===== src/rtl/instr_fetch_pkg.sv =====
// Shared definitions for the instruction fetch stage of the 16-bit stack
// processor: field widths, opcode/immediate positions, FSM encoding,
// reset PC and small PC helpers.
package instr_fetch_pkg;

   localparam int ADDR_W  = 16;
   localparam int INSN_W  = 16;
   localparam int IMM_W   = 12;
   localparam int OPC_W   = INSN_W - IMM_W;

   // Field positions inside the instruction register
   localparam int OPC_MSB = 15;
   localparam int OPC_LSB = 12;
   localparam int IMM_MSB = 11;

   // Bit 0 must be zero: fetches are always word aligned
   localparam logic [ADDR_W-1:0] RESET_PC = 16'h0000;

   // Fetch FSM encoding
   typedef enum logic [1:0] {
      S_RST  = 2'd0,
      S_REQ  = 2'd1,
      S_HOLD = 2'd2
   } fetch_state_e;

   // Next sequential word address; wraps modulo 2^ADDR_W with no flag
   function automatic logic [ADDR_W-1:0] pc_inc(input logic [ADDR_W-1:0] pc);
      return pc + ADDR_W'(2);
   endfunction

   // Forces a byte address onto a word boundary
   function automatic logic [ADDR_W-1:0] pc_align(input logic [ADDR_W-1:0] pc);
      return pc & ~ADDR_W'(1);
   endfunction

endpackage


===== src/rtl/instr_fetch.sv =====
// Fetch stage: owns the fetch PC, issues word requests to instruction
// memory (req/ack), latches returned words into the IR and hands them to
// decode with a valid/ready handshake. Redirects restart fetching at a new
// word-aligned address and drop any data returned in the same cycle.
module instr_fetch
   import instr_fetch_pkg::*;
(
   input  logic              clk,
   input  logic              reset,
   output logic              mem_req,
   output logic [ADDR_W-1:0] mem_addr,
   input  logic              mem_ack,
   input  logic [INSN_W-1:0] mem_rdata,
   input  logic              redirect,
   input  logic [ADDR_W-1:0] redirect_pc,
   output logic              insn_valid,
   input  logic              insn_ready,
   output logic [OPC_W-1:0]  opcode,
   output logic [IMM_W-1:0]  imm,
   output logic [ADDR_W-1:0] insn_pc
);

   fetch_state_e      r_state;
   fetch_state_e      w_state_nxt;
   logic [ADDR_W-1:0] r_fetch_pc;
   logic [ADDR_W-1:0] w_fetch_pc_nxt;
   logic [INSN_W-1:0] r_ir;
   logic [ADDR_W-1:0] r_insn_pc;
   logic              w_load_ir;

   // State register; reset dominates every other input
   always_ff @(posedge clk) begin
      // NOTE: sequential state uses non-blocking assignments so every
      // register samples the pre-edge values of its inputs.
      if (reset) r_state <= S_RST;
      else       r_state <= w_state_nxt;
   end

   // Next-state, PC update and IR load decision
   always_comb begin
      // NOTE: defaults first so every path assigns every signal and no
      // latch is inferred.
      w_state_nxt    = r_state;
      w_fetch_pc_nxt = r_fetch_pc;
      w_load_ir      = 1'b0;

      unique case (r_state)
         S_RST: w_state_nxt = S_REQ;
         S_REQ: begin
            if (mem_ack) begin
               w_load_ir      = 1'b1;
               w_fetch_pc_nxt = pc_inc(r_fetch_pc);
               w_state_nxt    = S_HOLD;
            end
         end
         S_HOLD: begin
            if (insn_ready) w_state_nxt = S_REQ;
         end
         default: w_state_nxt = S_RST;
      endcase

      // A redirect overrides the normal flow: data acked in the same cycle
      // is dropped and any held instruction is abandoned.
      if (redirect && (r_state != S_RST)) begin
         w_load_ir      = 1'b0;
         w_fetch_pc_nxt = pc_align(redirect_pc);
         w_state_nxt    = S_REQ;
      end
   end

   // Fetch PC, instruction register and its source address
   always_ff @(posedge clk) begin
      if (reset) begin
         r_fetch_pc <= RESET_PC;
         r_ir       <= '0;
         r_insn_pc  <= RESET_PC;
      end else begin
         r_fetch_pc <= w_fetch_pc_nxt;
         if (w_load_ir) begin
            r_ir      <= mem_rdata;
            r_insn_pc <= r_fetch_pc;
         end
      end
   end

   // Outputs are decoded from registered state only
   assign mem_req    = (r_state == S_REQ);
   assign mem_addr   = r_fetch_pc;
   assign insn_valid = (r_state == S_HOLD);
   assign opcode     = r_ir[OPC_MSB:OPC_LSB];
   assign imm        = r_ir[IMM_MSB:0];
   assign insn_pc    = r_insn_pc;

endmodule


===== config.mk =====
export PLATFORM = sky130hd
export DESIGN_NAME = instr_fetch
export DESIGN_NICKNAME = d
export VERILOG_FILES = /design/src/rtl/instr_fetch_pkg.sv /design/src/rtl/instr_fetch.sv
export SDC_FILE = /design/constraint.sdc
export NUM_CORES = 1
export LEC_CHECK = 0
export BUFFER_PORTS_ARGS = -buffer_cell sky130_fd_sc_hd__buf_2
export CAP_MARGIN = 40
export CELL_PAD_IN_SITES_DETAIL_PLACEMENT = 0
export CELL_PAD_IN_SITES_GLOBAL_PLACEMENT = 1
export CORE_ASPECT_RATIO = 2
export CORE_MARGIN = 4
export CORE_UTILIZATION = 36
export CTS_BUF_LIST = sky130_fd_sc_hd__clkbuf_8
export DETAILED_ROUTE_END_ITERATION = 16
export PLACE_DENSITY_LB_ADDON = 0.1
export SLEW_MARGIN = 25
export SYNTH_ARGS = -nofsm -noshare
export SYNTH_HDL_FRONTEND = slang
export SYNTH_SLANG_ARGS = --single-unit
export TNS_END_PERCENT = 30

===== constraint.sdc =====
create_clock -name clk -period 1.9 [get_ports clk]
set_clock_uncertainty 0.1 [all_clocks]
set_input_delay 0.475 -clock clk [delete_from_list [all_inputs] [get_ports clk]]
set_output_delay 0.475 -clock clk [all_outputs]
set_load 0.02 [all_outputs]

==> results.cfg <==
[outcome]
status = completed

[cts]
cts-root-buf = clkbuf_8
clock-sinks = 48
cts_buffers = 5
cts_tree = done
cts.repair.resized = 0
hold_buffers = 0
htree_num_levels = 2
clkTransAtPathRegs_ns = 0.09
clk_path_buf_depth = 2
insertion_delay_ns = 0.31
post_cts_buffers = 0

[worst_setup_path]
crit_type = flop to flop
path_cells = ha_1 -> nand3_1 -> buf_4 -> nor4_1 -> nand3b_1 -> o211ai_1
slowest_delay_ns = 0.43
slowest_stage = dfxtp_1
critPathLaunchType = flop
crit_required_ns = 2.03
worstPathArrival_ns = 1.88
cp-end-kind = flop
path_max_fanout = 5

[sta]
slew_headroom = 0.677
layout_min_cycle_time_ns = 1.75
rsz0062_at_grt = no
final-setup-viol-count = 0
fin_ws_ns = 0.153
fmax_mhz = 573
fin_crit_sh = 0.919
final-hold-violation-count = 0
worstMarginPinSlew_ns = 0.473
maxSlewViolCount = 0
fin_tns_setup_ns = 0

[floorplan]
die_h_um = 120
die_x_um = 63.8
rows = 40
dieArea_sq_um = 7640
core_sq_um = 6060
start_util = 0.370
io_pins = 87

[placed_design]
numPortBuffers = 83
place_ws_ns = 0.00807
dp.final_hpwl_um = 4570
place_congestion = 0.741

[finish]
syn2layout_area_growth_pct = 32.6
final_core_utilization = 0.491
fin_nets = 411
antennaDiodeCount = 0
final_common_cell = buf_2
drive_above_1_share = 0.340
fill_cells = 662
final_cell_mix = buf_2, nand2_1, dfxtp_1, a21oi_1, buf_4

[pwr]
p_leak_nw = 1.27
pwr_density_cell_nw_per_um2 = 742
vdd_drop_max_mv = 0.462

[route]
num_vias = 2309
detail-route-antenna-nets = 0
viasPerCell = 5.04
drc_errors = 0
wirelength_um = 6240
wl_per_cell_um = 13.6
drt_first_iter_violations = 94
firstDrtPassIters = 4

[grt]
antenna_found_initial = 0
grt_max_degree = 33
overflow = 0
grt_pass1_vias = 2160
grt_usage = 0.166
grt_first_pass_wirelength_um = 10200

[synthesis]
ys_seq_area_frac = 0.428
yosysUniqueCellTypes = 43
async_flop_share = 0
synth_edf_count = 0
yosys_warnings = 0
synth_area_sq_um = 2240
avgSynthCellArea_sq_um = 8.01
ys_ff_latch = 48
synth_flop_cell = dfxtp_1
synth_cells = 280

[worst_hold_path]
hold_class = input port to flop

[job]
maxCapViolations = 0
[Yosys cell counts (2+ instances only)]
master,count,area [sq um]
a2111oi_0,3,26.3
a211o_1,3,26.3
a21oi_1,41,205
a22oi_1,4,30.0
a31oi_1,3,18.8
buf_2,4,20.0
buf_4,8,60.1
clkbuf_1,9,33.8
dfxtp_1,48,961
inv_1,3,11.3
nand2_1,68,255
nand2b_1,2,12.5
nand3_1,3,15.0
nand3b_1,2,15.0
nand4_1,2,12.5
nor2_1,13,48.8
nor2b_1,8,50.1
nor3_1,6,30.0
nor3b_2,2,25.0
nor4_1,5,31.3
nor4_2,3,37.5
nor4b_1,3,26.3
o211ai_1,4,30.0
o21a_1,4,30.0
o21ai_0,9,45.0
o22ai_1,2,12.5
o31a_2,2,20.0
[path summary, 6_finish.rpt]
path	startpoint	to	slack (ns)	cells after the start
worst min register to register	insn_pc[7]	insn_pc[7]	0.35	2
worst max register to register	mem_addr[2]	mem_addr[13]	0.15	6
worst max-delay path	mem_addr[2]	mem_addr[13]	0.15	6
worst min-delay path	mem_rdata[12]	r_ir[12]	0.29	3
[power by group]
group | switching [W] | internal [W]
clock network | 0.000357 | 0.000431
registers | 0.0000445 | 0.00104
logic | 0.000189 | 0.000143
[worst max-delay path: cells and delay by family (launching register included)]
| family | cells | cell delay (ns) |
|---|---|---|
| AOI/OAI and AO/OA | 1 | 0.11 |
| adders and majority gates | 1 | 0.24 |
| buffers and inverters | 1 | 0.19 |
| and+or+nand+nor | 3 | 0.59 |
| DFF | 1 | 0.43 |
[registers in the layout, summed over array words and instances, names as in the netlist]
| signal | count |
|---|---|
| r_ir | 16 |
| insn_pc | 15 |
| mem_addr | 15 |
| r_state | 2 |
[routing by layer]
layer	part of all wire	up-vias	track usage	wire (um)
met5	0	-	0	0
met4	0.017	0	0.0650	109
met3	0.041	9	0.0346	256
met2	0.53	63	0.292	3290
met1	0.41	1075	0.190	2580
li1	-	1162	-	-
[stage by stage]
stage	power (W)	area, sq um	cells	hold slack (ns)
5_1_grt	0.00231	2980	458	0.293
4_1_cts	0.00224	2970	458	0.283
3_3_place_gp	0.00144	2850	450	0.339
3_5_place_dp	0.00145	2850	450	0.344
2_1_floorplan	0.00130	2250	281	0.433
6_report	0.00221	2980	458	0.294
[cells by family (layout without fill, tap and decap cells)]
kind of cell | count (synthesis) | count (layout) | synth area share
simple gates | 124 | 124 | 0.282
flops | 48 | 48 | 0.428
xor+xnor | 2 | 2 | 0.00781
compound gates | 79 | 79 | 0.214
buf+inv | 25 | 118 | 0.0608
other cells | 1 | 2 | 0.00167
fa+ha+maj | 1 | 1 | 0.00558
[cell type report]
class / instances / area (sq um) / share of cell area
repair buffers: 107 / 621 / 0.209
inverters: 3 / 11.3 / 0.00378
clock buffers: 6 / 82.6 / 0.0278
clock inverters: 2 / 38.8 / 0.0130
well taps: 84 / 105 / 0.0353
multi-input cells: 208 / 1160 / 0.389
flip-flops and latches: 48 / 961 / 0.323
Power figures use the tool's default switching activity.
